$ cat src/rtl/ext_mem_bus_master.sv
// Single-beat initiator for the external memory bus with a ready handshake,
// a bounded wait for ready, and one recovery cycle after every access.
module ext_mem_bus_master #(
    parameter int ADDR_W  = 16,
    parameter int DATA_W  = 8,
    parameter int TIMEOUT = 255
) (
    input  logic              clk,
    input  logic              rst,
    input  logic              req_valid,
    output logic              req_ready,
    input  logic              req_write,
    input  logic [ADDR_W-1:0] req_addr,
    input  logic [DATA_W-1:0] req_wdata,
    output logic              rsp_valid,
    output logic [DATA_W-1:0] rsp_rdata,
    output logic              rsp_error,
    output logic [ADDR_W-1:0] ext_mem_addr,
    output logic [DATA_W-1:0] ext_mem_data_out,
    output logic              ext_mem_data_oe,
    input  logic [DATA_W-1:0] ext_mem_data_in,
    output logic              ext_mem_read,
    output logic              ext_mem_write,
    output logic              ext_mem_cs,
    input  logic              ext_mem_ready
);

    // state   | meaning
    // IDLE    | waiting for a core request, req_ready high
    // ACCESS  | strobes on the bus, waiting for ready or timeout
    // RECOVER | one dead cycle, absorbs a responder holding ready late
    typedef enum logic [1:0] {IDLE, ACCESS, RECOVER} state_t;

    // Timeout fires on the edge that would take the count to TIMEOUT.
    localparam logic [7:0] TO_LAST = 8'(TIMEOUT - 1);

    state_t            state, state_nx;
    logic [7:0]        cnt, cnt_nx;
    logic              req_ready_nx, rsp_valid_nx, rsp_error_nx;
    logic [DATA_W-1:0] rsp_rdata_nx, data_out_nx;
    logic [ADDR_W-1:0] addr_nx;
    logic              oe_nx, rd_nx, wr_nx, cs_nx;

    always_ff @(posedge clk or posedge rst) begin
        if (rst) begin
            state            <= IDLE;
            cnt              <= '0;
            req_ready        <= 1'b1;
            rsp_valid        <= 1'b0;
            rsp_error        <= 1'b0;
            rsp_rdata        <= '0;
            ext_mem_addr     <= '0;
            ext_mem_data_out <= '0;
            ext_mem_data_oe  <= 1'b0;
            ext_mem_read     <= 1'b0;
            ext_mem_write    <= 1'b0;
            ext_mem_cs       <= 1'b0;
        end else begin
            state            <= state_nx;
            cnt              <= cnt_nx;
            req_ready        <= req_ready_nx;
            rsp_valid        <= rsp_valid_nx;
            rsp_error        <= rsp_error_nx;
            rsp_rdata        <= rsp_rdata_nx;
            ext_mem_addr     <= addr_nx;
            ext_mem_data_out <= data_out_nx;
            ext_mem_data_oe  <= oe_nx;
            ext_mem_read     <= rd_nx;
            ext_mem_write    <= wr_nx;
            ext_mem_cs       <= cs_nx;
        end
    end

    always_comb begin
        state_nx     = state;
        cnt_nx       = cnt;
        req_ready_nx = req_ready;
        rsp_valid_nx = 1'b0;
        rsp_error_nx = rsp_error;
        rsp_rdata_nx = rsp_rdata;
        addr_nx      = ext_mem_addr;
        data_out_nx  = ext_mem_data_out;
        oe_nx        = ext_mem_data_oe;
        rd_nx        = ext_mem_read;
        wr_nx        = ext_mem_write;
        cs_nx        = ext_mem_cs;

        unique case (state)
            IDLE: begin
                if (req_valid) begin
                    addr_nx      = req_addr;
                    cs_nx        = 1'b1;
                    rd_nx        = ~req_write;
                    wr_nx        = req_write;
                    cnt_nx       = '0;
                    req_ready_nx = 1'b0;
                    state_nx     = ACCESS;
                    if (req_write) begin
                        oe_nx       = 1'b1;
                        data_out_nx = req_wdata;
                    end
                end
            end
            ACCESS: begin
                if (ext_mem_ready || cnt == TO_LAST) begin
                    if (ext_mem_ready && ext_mem_read)
                        rsp_rdata_nx = ext_mem_data_in;
                    rsp_valid_nx = 1'b1;
                    rsp_error_nx = ~ext_mem_ready;
                    cs_nx        = 1'b0;
                    rd_nx        = 1'b0;
                    wr_nx        = 1'b0;
                    oe_nx        = 1'b0;
                    state_nx     = RECOVER;
                end else begin
                    cnt_nx = cnt + 8'd1;
                end
            end
            RECOVER: begin
                cnt_nx       = '0;
                req_ready_nx = 1'b1;
                state_nx     = IDLE;
            end
            default: state_nx = IDLE;
        endcase
    end

endmodule

$ cat config.mk
export PLATFORM = sky130hd
export DESIGN_NAME = ext_mem_bus_master
export DESIGN_NICKNAME = d
export VERILOG_FILES = /design/src/rtl/ext_mem_bus_master.sv
export SDC_FILE = /design/constraint.sdc
export NUM_CORES = 1
export LEC_CHECK = 0
export ABC_AREA = 1
export CORE_UTILIZATION = 40
export DETAILED_ROUTE_END_ITERATION = 7
export GPL_TIMING_DRIVEN = 0
export MAX_ROUTING_LAYER = met4
export PLACE_DENSITY_LB_ADDON = 0.2
export SYNTH_ARGS = -nofsm -noshare
export SYNTH_HDL_FRONTEND = slang
export SYNTH_SLANG_ARGS = --single-unit
$ cat constraint.sdc
create_clock -name clk -period 3.82 [get_ports clk]
set_clock_uncertainty 0.15 [all_clocks]
set_input_delay 0.764 -clock clk [delete_from_list [all_inputs] [get_ports clk]]
set_output_delay 0.764 -clock clk [all_outputs]
set_load 0.02 [all_outputs]
==> flow_summary.yaml, run 1 <==
outcome:
  status: "finished, final reports clean"
cells_and_area:
  drive_gt1_share_pct: 12.6
  syn2layout_area_growth_pct: 44.5
  nets: 371
  diodes: 0
  design_area_um2: 3150
  post-route-util_pct: 60.9
  stdcell_count: 403
synth:
  synth_simple_gate_area_share_pct: 31.1
  synth_fp_nets: 288
  synth_area_um2: 2180
  syn_avg_cell_area_um2: 8.75
  synth-compound-area-share_pct: 4.82
  synth-seq-cells: 49
  synthCells: 249
  seq_area_frac_synth_pct: 56.3
  ys_types: 25
  ys_warn_count: 0
  muxShareOfSynthArea_pct: 0
  synthAdderAreaFrac_pct: 1.15
  synth_top_family_by_area: "simple AND/OR/NAND/NOR gates"
  synth_xor_area_share_pct: 0.402
sta:
  rsz0062_at_grt: "false"
  max_slew_margin_pct: 77.7
  holdWs_ps: 331
  tightestPinTransition_ps: 333
  hold_viol: 0
  fmax_mhz: 423
  setup_viol_count_final: 0
  period_needed_ps: 2360
  final_max_slew_viol_count: 0
  setup_tns_ps: 0
  min_period_over_period_pct: 61.8
  fin_ws_ps: 1460
die:
  dieArea_um2: 5750
  io_pins: 76
  start_util_pct: 42.1
  die_h_um: 75.8
  die_w_um: 75.8
  coreArea_um2: 5170
  row_count: 26
clocking:
  post_cts_resized: 0
  htreeDepth: 2
  tritoncts: "yes"
  postCtsSetupRepairBufs: 0
  cts_root_buf: "clkbuf_8"
  insertion_delay_ps: 300
  clkTransAtPathRegs_ps: 90
  clk_path_buf_depth: 2
  numCtsBuffers: 5
  clock_sinks: 49
  cts_hold_buf: 0
flow_run:
  maxCapViolCount: 0
route:
  vias: 1785
  drt_iter0_markers: 89
  antenna_left: 0
  avgViaCountPerCell: 4.43
  drc: 0
  wl_per_cell_um: 11.0
  wirelength_um: 4430
  dr.pass1.iters: 4
setup_path:
  reg2reg_slack_ps: 2260
  crit_type: "flip-flop to output pin"
  r2r_cells: 9
  path_depth: 1
  path_cells: "clkdlybuf4s50_1"
  max_stage_delay_ps: 610
  crit_start: "req_ready"
  r2r_end: "cnt[4]"
  cp_slowest_cell: "clkdlybuf4s50_1"
  cp_max_fo: 2
  worstSetupEndpointType: "output pin"
  rr_startpoint: "cnt[0]"
  cpLargestDelayFamily: "buffers and inverters"
  required_ps: 2910
  worstSetupStartpointType: "flip-flop"
  endpoint: "req_ready"
  worstPathArrival_ps: 1450
  critical_path_buf_inv_count: 1
global_routing:
  grtUsageMet2_pct: 28.0
  grt_first_pass_wirelength_um: 7150
  grtUsageMet1_pct: 21.2
  grt.busiest_layer: "met2"
  use_met3_pct: 4.76
  track_usage_pct: 17.4
  grt-ovfl-total: 0
  antenna_found_initial: 0
  grt_start_max_net_pins: 41
  grt_pass1_vias: 1616
power_and_ir_drop:
  irDropWorstVdd_v: 0.000309
  power.density_nw_per_um2: 695
  switching_share_pct: 37.2
  power_mw: 2.19
  power_frac_seq_pct: 37.8
  pwr-share-comb_pct: 45.3
  intPower_mw: 1.37
  p_leak_nw: 1.57
  p_sw_mw: 0.815
  clockPowerShare_pct: 16.9
placed_design:
  dpl.cell_count: 395
  dpl_cell_area_um2: 3040
  routabilityCongestion: 0.770
  portBuffers: 75
  dp_slack_ps: 1670
  hpwl_um: 3310
hold_path:
  hold_path_class: "flip-flop to flip-flop"
  hold_depth: 2
-- synthesized netlist by cell type --
cell      instances  area (µm²)
inv_4             2        12.5
nor2_2            2        12.5
inv_1            20        75.1
nand2_4           1        11.3
o21ai_0           1        5.00
dfrtp_1          48        1200
o21ai_1           1        5.00
nor3_1            1        5.00
buf_4             2        15.0
nand3_4           2        35.0
nor3b_1           1        7.51
nor2_8            1        20.0
nand2_2           4        25.0
nand3_1           8        40.0
nor2_4            1        11.3
nand2_1         122         458
xor2_1            1        8.76
inv_2             3        11.3
o21ai_2          10        87.6
dfstp_2           1        26.3
ha_1              2        25.0
o21bai_1          1        7.51
nor2_1           11        41.3
buf_6             2        22.5
nand3_2           1        10.0
-- final cells by class --
type	instances	area, µm²
Timing Repair Buffer	76	771
Fill cell	451	2020
Multi-Input combinational cell	171	816
Sequential cell	49	1230
Tap cell	70	87.6
Clock buffer	5	68.8
Inverter	25	98.8
Clock inverter	3	43.8
Buffer	4	37.5
-- per-layer routing --
layer / wire length, µm / part of all wire [%]
met5: 0 / 0
met4: 54 / 1.2
met3: 186 / 4.2
met2: 2200 / 50
met1: 1990 / 45
-- sequential cells by signal, indices dropped and copies added (netlist names), 2 cells and up --
register          cells
state                 2
ext_mem_data_out      8
cnt                   8
ext_mem_addr         16
rsp_rdata             8
-- logic make-up after synthesis --
logic type,after synthesis
xor gates and xnor gates,1
buffers and inverters,29
adders and majority gates,2
DFF,49
and+or+nand+nor,155
AOI/OAI and AO/OA,13
-- how the worst min path moves through the flow --
stage / from / end / slack, ps
final: ext_mem_data_out[0] / ext_mem_data_out[0] / 330
after global routing: ext_mem_data_out[4] / ext_mem_data_out[4] / 350
after CTS: ext_mem_data_out[6] / ext_mem_data_out[6] / 340
after detailed placement: ext_mem_data_out[5] / ext_mem_data_out[5] / 310
after global placement: ext_mem_data_out[2] / ext_mem_data_out[2] / 300
after floorplan: state[0] / req_ready / 320
-- cells in the final DEF (no fill, tap or decap), types with 2 or more instances in the layout --
master           count
buf_4                2
buf_6                2
clkbuf_8             5
clkdlybuf4s50_1     75
dfrtp_1             48
ha_1                 2
inv_1               19
inv_2                4
inv_4                2
nand2_1            122
nand2_2              4
nand3_1              8
nand3_4              2
nor2_1              11
nor2_2               2
o21ai_2             10
-- power by group through the flow --
stage | clock network (mW) | logic, mW | registers (mW)
global route | 0.403 | 1.07 | 0.852
CTS | 0.385 | 1.01 | 0.829
detailed placement | 0 | 1.01 | 0.833
global placement | 0 | 0.985 | 0.834
finish | 0.371 | 0.991 | 0.827
floorplan | 0 | 0.305 | 1.05
Note: power is estimated with default switching activity, not from simulation.
==> inputs of run 2 (changes only) <==
==> constraint.sdc (replaced) <==
create_clock -name clk -period 1.9 [get_ports clk]
set_clock_uncertainty 0.15 [all_clocks]
set_input_delay 0.38 -clock clk [delete_from_list [all_inputs] [get_ports clk]]
set_output_delay 0.38 -clock clk [all_outputs]
set_load 0.02 [all_outputs]
==> run 2 against run 1 <==
Against the previous run: utilization about the same; worst setup slack got worse by 1400 ps; design area about the same; global-route usage unchanged; worst hold slack got worse by 170 ps; clock-buffer cell count unchanged; total power increased by 100%; sequential share of layout area about the same; combinational power increased by 100%; via count about the same; flip-flop and latch count unchanged; clock power increased by 100%; critical path type unchanged; largest cell class unchanged; largest power group unchanged.
==> flow_summary.yaml, run 2 (synthesis gave the netlist of run 1 again) <==
outcome:
  status: "finished, final reports clean"
route:
  drc: 0
  avgViaCountPerCell: 4.43
  antenna_left: 0
  wirelength_um: 4430
  vias: 1786
  drt_iter0_markers: 89
  wl_per_cell_um: 11.0
  dr.pass1.iters: 4
placed_design:
  portBuffers: 75
  hpwl_um: 3310
  dpl_cell_area_um2: 3040
  routabilityCongestion: 0.770
  dp_slack_ps: 138
  dpl.cell_count: 395
hold_path:
  hold_path_class: "input port to async pin"
setup_path:
  worstPathArrival_ps: 1280
  r2r_cells: 9
  worstSetupEndpointType: "output pin"
  cpLargestDelayFamily: "buffers and inverters"
  crit_start: "ext_mem_addr[4]"
  rr_startpoint: "cnt[0]"
  cp_max_fo: 2
  reg2reg_slack_ps: 340
  cp_slowest_cell: "clkdlybuf4s50_1"
  r2r_end: "cnt[4]"
  required_ps: 1370
  worstSetupStartpointType: "flip-flop"
  max_stage_delay_ps: 620
  crit_type: "flip-flop to output pin"
  critical_path_buf_inv_count: 1
  path_cells: "clkdlybuf4s50_1"
power_and_ir_drop:
  power_mw: 4.39
  irDropWorstVdd_v: 0.000621
  power.density_nw_per_um2: 1390
  p_leak_nw: 1.58
sta:
  fmax_mhz: 551
  max_slew_margin_pct: 77.7
  setup_tns_ps: 0
  final_max_slew_viol_count: 0
  period_needed_ps: 1810
  fin_ws_ps: 85.3
  rsz0062_at_grt: "false"
  tightestPinTransition_ps: 333
  setup_viol_count_final: 0
  min_period_over_period_pct: 95.5
  hold_viol: 0
global_routing:
  grtUsageMet1_pct: 21.2
  grt_pass1_vias: 1616
  grt_first_pass_wirelength_um: 7150
  track_usage_pct: 17.4
  grt_start_max_net_pins: 41
  grt.busiest_layer: "met2"
  grt-ovfl-total: 0
  grtUsageMet2_pct: 28.0
  antenna_found_initial: 0
  use_met3_pct: 4.76
flow_run:
  maxCapViolCount: 0
cells_and_area:
  diodes: 0
  layout_common_cells: "122 x nand2_1, 73 x clkdlybuf4s50_1, 48 x dfrtp_1"
  layout_commonest_cell: "nand2_1"
  largest_reg_flops: 16
  syn2layout_area_growth_pct: 44.4
  top_register: "ext_mem_addr"
  design_area_um2: 3150
  stdcell_count: 403
  nets: 371
  drive_gt1_share_pct: 12.6
clocking:
  tritoncts: "yes"
  clkTransAtPathRegs_ps: 90
  htreeDepth: 2
  insertion_delay_ps: 300
  clock_sinks: 49
  postCtsSetupRepairBufs: 0
  numCtsBuffers: 5
  clk_path_buf_depth: 2
  cts_root_buf: "clkbuf_8"
die:
  die_h_um: 75.8
  die_w_um: 75.8
  io_pins: 76
  row_count: 26
  start_util_pct: 42.1
  coreArea_um2: 5170
  dieArea_um2: 5750
run 2: cell types whose count changed in the layout (fill, tap and decap cells not counted), sizes merged:
| cell | change |
|---|---|
| clkdlybuf4s50 | -2 |
| dlygate4sd2 | +2 |
run 2: worst max-delay path by stage:
stage	slack, ps	cells after the start	endpoint
2_1_floorplan	200	1	cnt[0]
3_3_place_gp	-790	2	rsp_rdata[7]
3_5_place_dp	140	6	ext_mem_data_out[1]
4_1_cts	70	1	ext_mem_addr[4]
5_1_grt	30	1	ext_mem_addr[14]
6_report	90	1	ext_mem_addr[4]
run 2: routing by layer:
layer | wire [µm] | vias to the layer above
li1 | - | 920
met1 | 2000 | 824
met2 | 2200 | 36
met3 | 186 | 6
met4 | 54 | 0
met5 | 0 | -
run 2: layout make-up:
type,count,area (µm²)
Buffer,4,37.5
Clock inverter,3,43.8
Clock buffer,5,68.8
Tap cell,70,87.6
Multi-Input combinational cell,171,816
Timing Repair Buffer,76,768
Sequential cell,49,1230
Inverter,25,98.8
Fill cell,451,2020
run 2: stage by stage:
| stage | hold slack (ps) | util (%) |
|---|---|---|
| floorplan | 324 | - |
| global placement | 303 | 58.3 |
| detailed placement | 312 | 58.7 |
| CTS | 154 | 60.9 |
| global route | 179 | 60.9 |
| finish | 158 | 60.9 |
run 2: repair_timing:
item,in CTS,in global routing
hold buffers,0,0
endpoints found under the setup margin,2,0
resized for setup,2,0
run 2: power breakdown:
group,leakage [nW],switching [mW],internal [mW]
registers,0.618,0.224,1.44
logic,0.903,1.06,0.917
clock network,0.0585,0.351,0.395
